[config.mk]
export PLATFORM = sky130hd
export DESIGN_NAME = seq_calculator_flat
export DESIGN_NICKNAME = d
export VERILOG_FILES = /design/src/rtl/calc_pkg.sv /design/src/rtl/seq_calculator_if.sv /design/src/rtl/seq_muldiv_engine.sv /design/src/rtl/seq_calculator.sv /design/src/flat_wrapper.sv
export SDC_FILE = /design/constraint.sdc
export NUM_CORES = 1
export LEC_CHECK = 0
export BUFFER_PORTS_ARGS = -buffer_cell sky130_fd_sc_hd__buf_2
export CAP_MARGIN = 20
export CORE_MARGIN = 4
export CORE_UTILIZATION = 53
export DETAILED_ROUTE_END_ITERATION = 8
export GPL_TIMING_DRIVEN = 0
export PLACE_DENSITY = 0.76
export SLEW_MARGIN = 20
export SYNTH_ARGS = -nofsm -noshare
export SYNTH_HDL_FRONTEND = slang
export SYNTH_HIERARCHICAL = 1
export SYNTH_SLANG_ARGS = --single-unit
[constraint.sdc]
create_clock -name clk -period 2.5 [get_ports clk]
set_input_delay 0.25 -clock clk [delete_from_list [all_inputs] [get_ports clk]]
set_output_delay 0.25 -clock clk [all_outputs]
set_load 0.005 [all_outputs]
[src/rtl/calc_pkg.sv]
// calc_pkg: opcodes, FSM states and error constants shared by the calculator
package calc_pkg;
  localparam logic [2:0] OP_ADD = 3'b000;
  localparam logic [2:0] OP_SUB = 3'b001;
  localparam logic [2:0] OP_MUL = 3'b010;
  localparam logic [2:0] OP_DIV = 3'b011;
  localparam logic [2:0] OP_AND = 3'b100;
  localparam logic [2:0] OP_OR  = 3'b101;
  localparam logic ERR_NONE = 1'b0;
  localparam logic ERR_SET  = 1'b1;
  typedef enum logic [1:0] {S_IDLE, S_ITER, S_DONE} state_t;
endpackage

[src/rtl/seq_calculator_if.sv]
// seq_calculator_if: operand/opcode request and result bundle of the calculator
interface seq_calculator_if #(parameter int WIDTH = 4);
  logic [WIDTH-1:0]   input_a;
  logic [WIDTH-1:0]   input_b;
  logic [2:0]         func;
  logic               start;
  logic               busy;
  logic               res_valid;
  logic [2*WIDTH-1:0] res;
  logic               err;
  modport master (output input_a, input_b, func, start, input busy, res_valid, res, err);
  modport slave  (input input_a, input_b, func, start, output busy, res_valid, res, err);
endinterface

[src/rtl/seq_muldiv_engine.sv]
// seq_muldiv_engine: shared accumulator running WIDTH steps of shift-add mul or restoring div
module seq_muldiv_engine #(parameter int WIDTH = 4) (
  input  logic               clk,
  input  logic               rst,
  input  logic               i_start,
  input  logic               i_div,
  input  logic [WIDTH-1:0]   i_a,
  input  logic [WIDTH-1:0]   i_b,
  output logic               o_done,
  output logic [2*WIDTH-1:0] o_res
);
  localparam int CW = $clog2(WIDTH);
  logic [2*WIDTH-1:0] r_acc;
  logic [WIDTH-1:0]   r_b;
  logic [CW-1:0]      r_cnt;
  logic               r_div;
  logic               r_run;
  logic [WIDTH:0]     w_sum;
  logic [WIDTH:0]     w_sh;
  logic [WIDTH:0]     w_diff;
  logic               w_ge;
  logic [2*WIDTH-1:0] w_nxt;
  // mul: acc = {partial, multiplier}; div: acc = {remainder, dividend/quotient}
  assign w_sum  = {1'b0, r_acc[2*WIDTH-1:WIDTH]} + (r_acc[0] ? {1'b0, r_b} : '0);
  assign w_sh   = r_acc[2*WIDTH-1:WIDTH-1];
  assign w_diff = w_sh - {1'b0, r_b};
  assign w_ge   = !w_diff[WIDTH];
  assign w_nxt  = r_div ? {w_ge ? w_diff[WIDTH-1:0] : w_sh[WIDTH-1:0], r_acc[WIDTH-2:0], w_ge}
                        : {w_sum, r_acc[WIDTH-1:1]};
  assign o_done = r_run & (r_cnt == CW'(WIDTH - 1));
  assign o_res  = w_nxt;
  always_ff @(posedge clk or posedge rst) begin
    if (rst) begin
      r_acc <= '0;
      r_b   <= '0;
      r_cnt <= '0;
      r_div <= 1'b0;
      r_run <= 1'b0;
    end else if (i_start) begin
      r_acc <= {{WIDTH{1'b0}}, i_a};
      r_b   <= i_b;
      r_cnt <= '0;
      r_div <= i_div;
      r_run <= 1'b1;
    end else if (r_run) begin
      r_acc <= w_nxt;
      r_cnt <= r_cnt + 1'b1;
      r_run <= !o_done;
    end
  end
endmodule

[src/rtl/seq_calculator.sv]
// seq_calculator: clocked calculator with 1-cycle ALU ops and an iterative mul/div engine
module seq_calculator import calc_pkg::*; #(parameter int WIDTH = 4) (
  input logic              clk,
  input logic              rst,
  seq_calculator_if.slave  bus
);
  localparam int W2 = 2 * WIDTH;
  state_t          r_state;
  logic            r_busy;
  logic            r_valid;
  logic            r_err;
  logic [W2-1:0]   r_res;
  logic            w_go;
  logic            w_dz;
  logic            w_iter;
  logic            w_err;
  logic            w_eng_done;
  logic [W2-1:0]   w_ax;
  logic [W2-1:0]   w_bx;
  logic [W2-1:0]   w_alu;
  logic [W2-1:0]   w_eng_res;
  assign w_go   = bus.start & (r_state != S_ITER);
  assign w_dz   = (bus.func == OP_DIV) & (bus.input_b == '0);
  assign w_iter = ((bus.func == OP_MUL) | (bus.func == OP_DIV)) & !w_dz;
  assign w_ax   = W2'(bus.input_a);
  assign w_bx   = W2'(bus.input_b);
  assign w_err  = (w_dz | (bus.func[2:1] == 2'b11)) ? ERR_SET : ERR_NONE;
  assign w_alu  = (bus.func == OP_ADD) ? w_ax + w_bx :
                  (bus.func == OP_SUB) ? w_ax - w_bx :
                  (bus.func == OP_AND) ? w_ax & w_bx :
                  (bus.func == OP_OR)  ? w_ax | w_bx :
                  w_dz ? '1 : '0;
  seq_muldiv_engine #(.WIDTH(WIDTH)) u_eng (
    .clk     (clk),
    .rst     (rst),
    .i_start (w_go & w_iter),
    .i_div   (bus.func == OP_DIV),
    .i_a     (bus.input_a),
    .i_b     (bus.input_b),
    .o_done  (w_eng_done),
    .o_res   (w_eng_res)
  );
  // DONE behaves like IDLE for acceptance so a start alongside res_valid is taken
  always_ff @(posedge clk or posedge rst) begin
    if (rst) begin
      r_state <= S_IDLE;
      r_busy  <= 1'b0;
      r_valid <= 1'b0;
      r_res   <= '0;
      r_err   <= ERR_NONE;
    end else begin
      r_valid <= 1'b0;
      if (r_state == S_ITER) begin
        if (w_eng_done) begin
          r_state <= S_DONE;
          r_busy  <= 1'b0;
          r_valid <= 1'b1;
          r_res   <= w_eng_res;
          r_err   <= ERR_NONE;
        end
      end else if (w_go & w_iter) begin
        r_state <= S_ITER;
        r_busy  <= 1'b1;
      end else if (w_go) begin
        r_state <= S_IDLE;
        r_valid <= 1'b1;
        r_res   <= w_alu;
        r_err   <= w_err;
      end else begin
        r_state <= S_IDLE;
      end
    end
  end
  assign bus.busy      = r_busy;
  assign bus.res_valid = r_valid;
  assign bus.res       = r_res;
  assign bus.err       = r_err;
endmodule

[src/flat_wrapper.sv]
// flat-port wrapper written by rule: the top's interface ports become plain ports
module seq_calculator_flat import calc_pkg::*;
#(parameter int WIDTH = 4)
  (clk, rst, bus_input_a, bus_input_b, bus_func, bus_start, bus_busy, bus_res_valid, bus_res, bus_err);
  seq_calculator_if #(.WIDTH(WIDTH)) bus_i ();
  input logic clk;
  input logic rst;
  input wire logic [$bits(bus_i.input_a)-1:0] bus_input_a;
  input wire logic [$bits(bus_i.input_b)-1:0] bus_input_b;
  input wire logic [$bits(bus_i.func)-1:0] bus_func;
  input wire logic [$bits(bus_i.start)-1:0] bus_start;
  output wire logic [$bits(bus_i.busy)-1:0] bus_busy;
  output wire logic [$bits(bus_i.res_valid)-1:0] bus_res_valid;
  output wire logic [$bits(bus_i.res)-1:0] bus_res;
  output wire logic [$bits(bus_i.err)-1:0] bus_err;
  assign bus_i.input_a = bus_input_a;
  assign bus_i.input_b = bus_input_b;
  assign bus_i.func = bus_func;
  assign bus_i.start = bus_start;
  assign bus_busy = bus_i.busy;
  assign bus_res_valid = bus_i.res_valid;
  assign bus_res = bus_i.res;
  assign bus_err = bus_i.err;
  seq_calculator #(.WIDTH(WIDTH)) u_core (.clk(clk), .rst(rst), .bus(bus_i));
endmodule
==> results of run 1 <==
[metrics by stage]
stage | power (mW) | TNS (ns) | utilization [%] | setup slack [ns] | hold WS (ns)
after global routing | 3.704 | 0 | 64.05 | 0.006993 | 0.02736
after CTS | 3.299 | 0 | 63.44 | 0.04680 | 0.00005240
after floorplan | 2.227 | 0 | - | 0.2209 | 0.1270
after global placement | 2.633 | -0.0003022 | 60.04 | -0.0003022 | 0.2981
final | 3.419 | 0 | 64.05 | 0.1066 | -0.01831
after detailed placement | 2.690 | -0.02189 | 60.04 | -0.02189 | 0.3011
[cell type report]
cell class,count,area (µm²),area share [%]
multi-input cells,189,1394,53.25
well taps,50,62.56,2.390
clock inverters,1,30.03,1.147
clock buffers,7,86.33,3.298
flip-flops and latches,29,725.7,27.72
repair buffers,26,137.6,5.258
plain buffers,14,68.82,2.629
inverters,30,112.6,4.302
[power breakdown]
group	switching, mW	leakage [nW]	internal (mW)
sequential	0.168	0.350	0.701
clock	0.181	0.0585	0.325
combinational	1.09	0.831	0.959
[synthesized netlist by cell type (3+ instances only)]
master,n
o211ai_1,3
mux2_2,4
o22ai_1,3
mux2i_1,6
nand3_1,6
a31oi_1,7
o21ai_0,15
nor2_1,20
nor2b_1,5
buf_2,6
nand2b_1,5
and2_1,4
a211oi_1,3
clkbuf_1,4
xor2_1,3
o21bai_1,3
dfrtp_1,29
fa_1,4
nor3_1,4
nand2_1,27
a21o_1,3
ha_1,21
xnor2_1,5
inv_1,29
a21oi_1,13
[flip-flops by register name (all words and copies together) (netlist names)]
name and flops:
u_core/bus.busy 1, u_core/bus.err 1, u_core/bus.res 8, u_core/bus.res_valid 1, u_core/r_state 2, u_core/u_eng/r_acc 8, u_core/u_eng/r_b 4, u_core/u_eng/r_cnt 2
u_core/u_eng/r_div 1, u_core/u_eng/r_run 1
[metal layers]
| metal | wire, µm | vias to the layer above | track usage (%) |
|---|---|---|---|
| li1 | - | 962 | - |
| met1 | 2386 | 902 | 28.62 |
| met2 | 2465 | 71 | 32.58 |
| met3 | 259 | 9 | 3.557 |
| met4 | 82 | 0 | 7.847 |
| met5 | 0 | - | 0 |
[cells by family (layout without fill, tap and decap cells)]
family,count (synthesis),count (layout),share of synthesized area (%)
compound gates,64,64,19.02
xor+xnor,9,9,3.794
fa+ha+maj,25,25,15.06
buf+inv,44,78,7.970
flops,29,29,31.89
mux,11,11,5.277
simple gates,80,80,16.99
[worst paths after layout]
check | from | to | cells after the start
worst max-delay path | u_core/u_eng/r_acc[3] | u_core/u_eng/r_acc[0] | 11
min in group clk | bus_input_a[0] | u_core/u_eng/r_acc[0] | 3
max in group asynchronous | rst | u_core/u_eng/r_b[2] | 2
worst min-delay path | rst | u_core/r_state[0] | 2
worst min register to register | u_core/bus.busy | u_core/bus.busy | 2
worst max register to register | u_core/u_eng/r_acc[3] | u_core/u_eng/r_acc[0] | 11
[worst max-delay path, delay by kind of cell (launching register included)]
kind	cells	cell delay, ns
adder cells (fa/ha/maj)	2	0.51
flip-flops	1	0.39
AO/OA/AOI/OAI	4	0.78
buffers and inverters	4	0.44
XOR/XNOR	1	0.14
[timing repair]
item                       CTS  global route
setup endpoints to repair    1             4
setup buffers                0             3
resized for setup            3             1
cloned                       0             0
pin swaps                    0             3
hold endpoints to repair     0             0
==> flow_metrics.tcl, run 1 <==
set metrics [dict create \
    status "finished, violations left" \
    violations "hold timing" \
    drv_cap 0 \
    slew_headroom_pct 59.63 \
    wirelength_um 5194 \
    tritoncts "built" \
    synthCells 262 \
    grt.overflow.total 0 \
    skew_ns 0.003530 \
    finalCriticalPeriod_ns 2.393 \
    post_drt_wl_per_cell_um 15.01 \
    criticalPathCategory "reg2reg" \
    cp_max_fo 6 \
    synth_seq_cells 29 \
    cellLeakagePower_nw 1.240 \
    setup_viol 0 \
    grt_pass1_vias 1857 \
    nNetsFinal 334 \
    die_height_um 73.53 \
    worst_ep_arrival_time_ns 2.55 \
    dieArea_mm2 0.005407 \
    fillers 345 \
    stdcell_area_mm2 0.002618 \
    synthTopCellsByArea "dfrtp_1 32%, ha_1 12%, inv_1 4.8%" \
    crit_path_top_delay_cell "dfrtp_1" \
    firstDrtPassIters 6 \
    hold-worst-slack_ns -0.01831 \
    antenna_cells 0 \
    grt_max_degree 17 \
    root_buffer "clkbuf_8" \
    timing.final.crit_share_pct 95.74 \
    drive_gt1_share_pct 19.93 \
    row_count 23 \
    cts_sinks 29 \
    holdBufCountCts 0 \
    dpl.hpwl_um 3934 \
    synth.cell_area_mm2 0.002276 \
    areaGrowthSynthToFinish_pct 15.01 \
    port_buffers 23 \
    rsz0062_at_grt "false" \
    path_cells "inv_1 -> ha_1 -> inv_1 -> fa_2 -> a21o_1 -> a21oi_4 -> xnor2_4 -> buf_4 -> buf_4 -> a211oi_1 -> o31ai_1" \
    hp-class "in2async" \
    crit_path_start_kind "register" \
    placed_area_mm2 0.002454 \
    cts_buffers 5 \
    die-width_um 73.53 \
    fmax_ghz 0.4178 \
    gp_congestion 0.8404 \
    drc 0 \
    ys_types 50 \
    start_util_pct 55.70 \
    final_cell_mix "29 x buf_2, 29 x inv_1, 29 x dfrtp_1" \
    htreeDepth 2 \
    reg2reg_slack_ns 0.11 \
    worstMarginPinSlew_ns 0.6049 \
    synth_top_area_cell "dfrtp_1" \
    io_pins 25 \
    maxSlewViolCount 0 \
    ctsLongestPathBuffers 2 \
    synth_async_sr_flop_share_pct 100.0 \
    timing_hold_violations_final 13 \
    vias 1944 \
    grt_pass1_wl_um 8721 \
    worst_ep_required_time_ns 2.65 \
    insertion_delay_ns 0.28 \
    finalNonFillerCells 346 \
    drt_iter0_drc 125 \
    syn_avg_cell_area_um2 8.687 \
    synth-warning-count 6 \
    synth-main-ff-cell "dfrtp_1" \
    ys_seq_area_share_pct 31.89 \
    synth-edff-count 0 \
    placedCellCount 335 \
    ir_drop_v 0.0005135 \
    final_antenna_net_count 0 \
    path_clk_slew_ns 0.06 \
    powerDensity_mw_per_mm2 1306 \
    cp_slowest_stage_delay_ns 0.39 \
    core_area_mm2 0.004086 \
    synth.top_cell.area_share_pct 31.89 \
    grt_use_total_pct 20.80 \
    antenna_found_initial 0 \
    cp-end-kind "register" \
    avgViaCountPerCell 5.618 \
    syn_nets 301 \
]
Power figures use the tool's default switching activity.
==> run 2: changes to the inputs <==
--- a/config.mk
+++ b/config.mk
@@ -8,10 +8,9 @@
 export BUFFER_PORTS_ARGS = -buffer_cell sky130_fd_sc_hd__buf_2
 export CAP_MARGIN = 20
 export CORE_MARGIN = 4
-export CORE_UTILIZATION = 53
+export CORE_UTILIZATION = 35
 export DETAILED_ROUTE_END_ITERATION = 8
 export GPL_TIMING_DRIVEN = 0
-export PLACE_DENSITY = 0.76
 export SLEW_MARGIN = 20
 export SYNTH_ARGS = -nofsm -noshare
 export SYNTH_HDL_FRONTEND = slang
==> run 2 against run 1 <==
The flow still finishes with violations (hold timing). Via count shrank 2.2%. Critical endpoint is now u_core/bus.res[0]. Global-route usage shrank 6.0 points. Cell area grew 2.1%. Critical path depth grew 1. Critical path type unchanged. Sequential power grew 1%. Non-clock buffer count grew 1.
==> flow_metrics.tcl, run 2 (same netlist as run 1, synthesis figures left out) <==
set metrics [dict create \
    grt_pass1_vias 1860 \
    worst_ep_required_time_ns 2.64 \
    nNetsFinal 335 \
    hp-class "in2async" \
    rsz0062_at_grt "true" \
    cp-end-kind "register" \
    skew_ns 0.006659 \
    criticalPathCategory "reg2reg" \
    placedCellCount 362 \
    hold-worst-slack_ns -0.004802 \
    r2r-start "u_core/u_eng/r_acc[3]" \
    firstDrtPassIters 4 \
    grt_pass1_wl_um 8907 \
    core_area_mm2 0.006350 \
    violations "hold timing" \
    powerDensity_mw_per_mm2 1327 \
    gp_congestion 0.8769 \
    path_clk_slew_ns 0.06 \
    wirelength_um 5419 \
    row_count 29 \
    drc 0 \
    ir_drop_v 0.001041 \
    insertion_delay_ns 0.28 \
    r2r_cells 12 \
    cp_slowest_stage_delay_ns 0.40 \
    avgViaCountPerCell 5.113 \
    grt_use_total_pct 14.77 \
    setup_viol 0 \
    root_buffer "clkbuf_8" \
    die_height_um 88.64 \
    timing.final.crit_share_pct 95.76 \
    reg2reg_slack_ns 0.11 \
    antenna_cells 0 \
    cp.buffers_inverters 4 \
    worst_slack_ns 0.1059 \
    path_cells "inv_2 -> ha_4 -> inv_2 -> fa_2 -> a21o_1 -> a21oi_4 -> xnor2_4 -> buf_6 -> buf_4 -> a21o_2 -> o21ai_0 -> o22ai_1" \
    pre_cts_slack_ns -0.03299 \
    final_cell_mix "29 x buf_2, 29 x dfrtp_1, 27 x inv_1" \
    cts_buffers 5 \
    maxSlewViolCount 0 \
    drive_gt1_share_pct 22.71 \
    port_buffers 23 \
    tritoncts "built" \
    cp_max_fo 3 \
    final_antenna_net_count 0 \
    timing_hold_violations_final 12 \
    post_drt_wl_per_cell_um 14.57 \
    die-width_um 88.64 \
    fmax_ghz 0.4177 \
    dpl.hpwl_um 4158 \
    cellLeakagePower_nw 1.237 \
    crit_family "compound AO/OA/AOI/OAI gates" \
    r2r-end "u_core/bus.res[0]" \
    drt_iter0_drc 87 \
    dieArea_mm2 0.007857 \
    areaGrowthSynthToFinish_pct 17.43 \
    grt.overflow.total 0 \
    finalCriticalPeriod_ns 2.394 \
    io_pins 25 \
    antenna_found_initial 0 \
    holdBufCountCts 0 \
    drv_cap 0 \
    final_core_util_pct 42.09 \
    start_util_pct 35.84 \
    crit_path_top_delay_cell "dfrtp_1" \
    crit_path_start_kind "register" \
    worstMarginPinSlew_ns 0.6241 \
    vias 1902 \
    cts_sinks 29 \
    slew_headroom_pct 58.35 \
    ctsLongestPathBuffers 2 \
    status "finished, violations left" \
    cpMostUsedCell "inv_2" \
    worst_ep_arrival_time_ns 2.54 \
    finalNonFillerCells 372 \
    htreeDepth 2 \
    grt_max_degree 17 \
]
## run 2: cell types whose count changed in the layout (fill, tap and decap cells not counted), moves of 2 or more
cell	before	now
inv_1	29	27
nand2_1	27	24
inv_2	1	3
nand2_2	0	3
## run 2: how the worst max path moves through the flow
stage	start	endpoint	slack (ns)	cells after the start
final	u_core/u_eng/r_acc[3]	u_core/bus.res[0]	0.11	12
after global routing	u_core/u_eng/r_acc[3]	u_core/u_eng/r_acc[5]	-0.01	10
after CTS	u_core/u_eng/r_acc[3]	u_core/bus.res[4]	0.003	11
after detailed placement	u_core/u_eng/r_acc[3]	u_core/bus.res[4]	-0.03	11
after global placement	u_core/u_eng/r_acc[3]	u_core/bus.res[4]	-0.03	11
after floorplan	u_core/u_eng/r_acc[3]	u_core/bus.res[4]	0.22	11
## run 2: timing repair
action,in CTS,in global routing
setup buffers,2,2
setup endpoints to repair,1,5
resized for setup,2,14
pin swaps,2,8
gates cloned,0,0
## run 2: layer usage
metal	GRT usage [%]	up-vias	wire, µm
li1	-	959	-
met1	19.90	881	2665
met2	22.81	50	2360
met3	3.073	12	250
met4	6.456	0	142
met5	0	-	0
## run 2: power breakdown
group	internal (mW)	switching, mW	leakage (nW)	total, mW
Clock	0.183	0.174	0.0399	0.357
Combinational	1.16	1.15	0.847	2.31
Sequential	0.701	0.181	0.350	0.882
Total	2.04	1.50	1.24	3.55
## run 2: metrics by stage
stage               power, mW  setup TNS (ns)  area [µm²]
finish                  3.545               0        2673
global route            3.855        -0.02192        2673
CTS                     3.298               0        2608
detailed placement      2.696        -0.03299        2487
global placement        2.663        -0.02979        2487
floorplan               2.227               0        2276
## run 2: area by class of cell
type,instances,area [µm²]
Fill cell,636,3677
Timing Repair Buffer,27,161.4
Buffer,14,68.82
Clock inverter,1,5.005
Inverter,30,112.6
Tap cell,77,96.34
Multi-Input combinational cell,189,1434
Sequential cell,29,725.7
Clock buffer,5,68.82
==> run 3: changes to the inputs <==
--- a/config.mk
+++ b/config.mk
@@ -11,6 +11,7 @@
 export CORE_UTILIZATION = 35
 export DETAILED_ROUTE_END_ITERATION = 8
 export GPL_TIMING_DRIVEN = 0
+export PLACE_DENSITY = 0.5
 export SLEW_MARGIN = 20
 export SYNTH_ARGS = -nofsm -noshare
 export SYNTH_HDL_FRONTEND = slang
==> run 3 against run 2 <==
The run still ends with hold timing left. Worst hold slack better by 0.0017 ns. Cell area down 1.5%. Power down 6.0%. Global-route usage up 1.1 points. Utilization down 0.61 points. Routed wire length up 4.0%. Final cell count unchanged. Non-clock buffer count down 2. Count of clock-buffer cells in the layout unchanged. Combinational power down 10%. Clock power up 8.4%. Critical path type unchanged. Largest cell class unchanged. Largest power group unchanged.
==> flow_metrics.tcl, run 3 (same netlist as run 1, synthesis figures left out) <==
set metrics [dict create \
    drc 0 \
    gp_congestion 0.8077 \
    row_count 29 \
    setup_viol 0 \
    finalCriticalPeriod_ns 2.373 \
    insertion_delay_ns 0.29 \
    fmax_ghz 0.4215 \
    post_drt_wl_per_cell_um 15.15 \
    cts_sinks 29 \
    cts_buffers 5 \
    use_met1_pct 22.17 \
    final_antenna_net_count 0 \
    powerDensity_mw_per_mm2 1265 \
    io_pins 25 \
    avgViaCountPerCell 5.137 \
    htreeDepth 2 \
    maxSlewViolCount 0 \
    holdBufCountCts 0 \
    grt_busiest_layer "met2" \
    worstMarginPinSlew_ns 0.6355 \
    violations "hold timing" \
    die_height_um 88.64 \
    reg2reg_slack_ns 0.13 \
    criticalPathCategory "reg2reg" \
    dpl.hpwl_um 4462 \
    rsz0062_at_grt "false" \
    drv_cap 0 \
    timing_hold_violations_final 11 \
    skew_ns 0.005699 \
    root_buffer "clkbuf_8" \
    worst_ep_required_time_ns 2.71 \
    timing.final.crit_share_pct 94.91 \
    path_clk_slew_ns 0.07 \
    r2r-end "u_core/bus.res[4]" \
    crit_path_start_kind "register" \
    fillers 666 \
    r2r-start "u_core/u_eng/r_acc[3]" \
    grt.overflow.total 0 \
    cp_max_fo 5 \
    grt_pass1_vias 1918 \
    r2r_cells 11 \
    areaGrowthSynthToFinish_pct 15.72 \
    cp-end-kind "register" \
    final_cell_mix "29 x buf_2, 29 x dfrtp_1, 27 x nand2_1, 27 x inv_1" \
    tritoncts "built" \
    worst_ep_arrival_time_ns 2.58 \
    status "finished, violations left" \
    slew_headroom_pct 57.63 \
    grt_max_degree 17 \
    grt_use_total_pct 15.89 \
    port_buffers 23 \
    met3_usage_pct 2.235 \
    ctsLongestPathBuffers 2 \
    die-width_um 88.64 \
    vias 1911 \
    antenna_found_initial 0 \
    antenna_cells 0 \
    start_util_pct 35.84 \
    cellLeakagePower_nw 1.219 \
    wirelength_um 5637 \
    nNetsFinal 333 \
    drive_gt1_share_pct 21.36 \
    grtUsageMet2_pct 25.03 \
    hold-worst-slack_ns -0.003090 \
    core_area_mm2 0.006350 \
    drt_iter0_drc 61 \
    firstDrtPassIters 4 \
    hp-class "in2async" \
    setup_tns_ns 0 \
    ir_drop_v 0.0009215 \
    dieArea_mm2 0.007857 \
    grt_pass1_wl_um 9501 \
]
run 3: layout make-up:
type                       count  area, µm²  share of cell area (%)
clock buffer                   5      68.82                   2.613
buffer                        14      68.82                   2.613
multi-input combinational    189       1410                   53.54
timing repair buffer          25      133.9                   5.083
tap                           77      96.34                   3.658
sequential                    29      725.7                   27.55
inverter                      30      112.6                   4.276
clock inverter                 3      17.52                  0.6651
run 3: metrics by stage:
stage / instance area (µm²) / cells / worst slack [ns] / power, mW / utilization, %
6_report: 2634 / 372 / 0.1273 / 3.332 / 41.48
5_1_grt: 2634 / 372 / 0.0001950 / 3.648 / 41.48
4_1_cts: 2604 / 371 / 0.002320 / 3.268 / 41.00
3_5_place_dp: 2487 / 362 / -0.05685 / 2.745 / 39.17
3_3_place_gp: 2487 / 362 / -0.06445 / 2.710 / 39.17
2_1_floorplan: 2276 / 262 / 0.2209 / 2.227 / -
run 3: critical path, cell delays in order (launching register included):
cell,delay (ns)
dfrtp_1,0.40
inv_2,0.09
ha_4,0.13
inv_2,0.04
fa_2,0.36
a21o_1,0.23
a21oi_4,0.20
xnor2_4,0.19
mux2_4,0.34
o21ai_1,0.11
a21oi_1,0.09
a31oi_1,0.12
run 3: layer usage:
metal  wire length [µm]  vias up
li1                   -      958
met1               2739      905
met2               2589       40
met3                203        8
met4                104        0
met5                  0        -
run 3: what timing repair did:
item	4_1_cts	5_1_grt
setup buffers	1	1
resized for setup	3	8
setup endpoints to repair	2	4
pin swaps	2	7
run 3: how the worst max path moves through the flow:
stage	slack, ns	startpoint	end	cells after the start
2_1_floorplan	0.22	u_core/u_eng/r_acc[3]	u_core/bus.res[4]	11
3_3_place_gp	-0.06	u_core/u_eng/r_acc[3]	u_core/bus.res[4]	11
3_5_place_dp	-0.06	u_core/u_eng/r_acc[3]	u_core/bus.res[4]	11
4_1_cts	0.002	u_core/u_eng/r_acc[3]	u_core/bus.res[4]	11
5_1_grt	0.0002	u_core/u_eng/r_acc[3]	u_core/bus.res[4]	11
6_report	0.13	u_core/u_eng/r_acc[3]	u_core/bus.res[4]	11
run 3: power by group:
group / total (mW) / switching, mW / internal, mW / leakage [nW]
logic: 2.07 / 1.10 / 0.971 / 0.825
registers: 0.878 / 0.177 / 0.701 / 0.350
clock network: 0.387 / 0.195 / 0.192 / 0.0439
total: 3.33 / 1.47 / 1.86 / 1.22
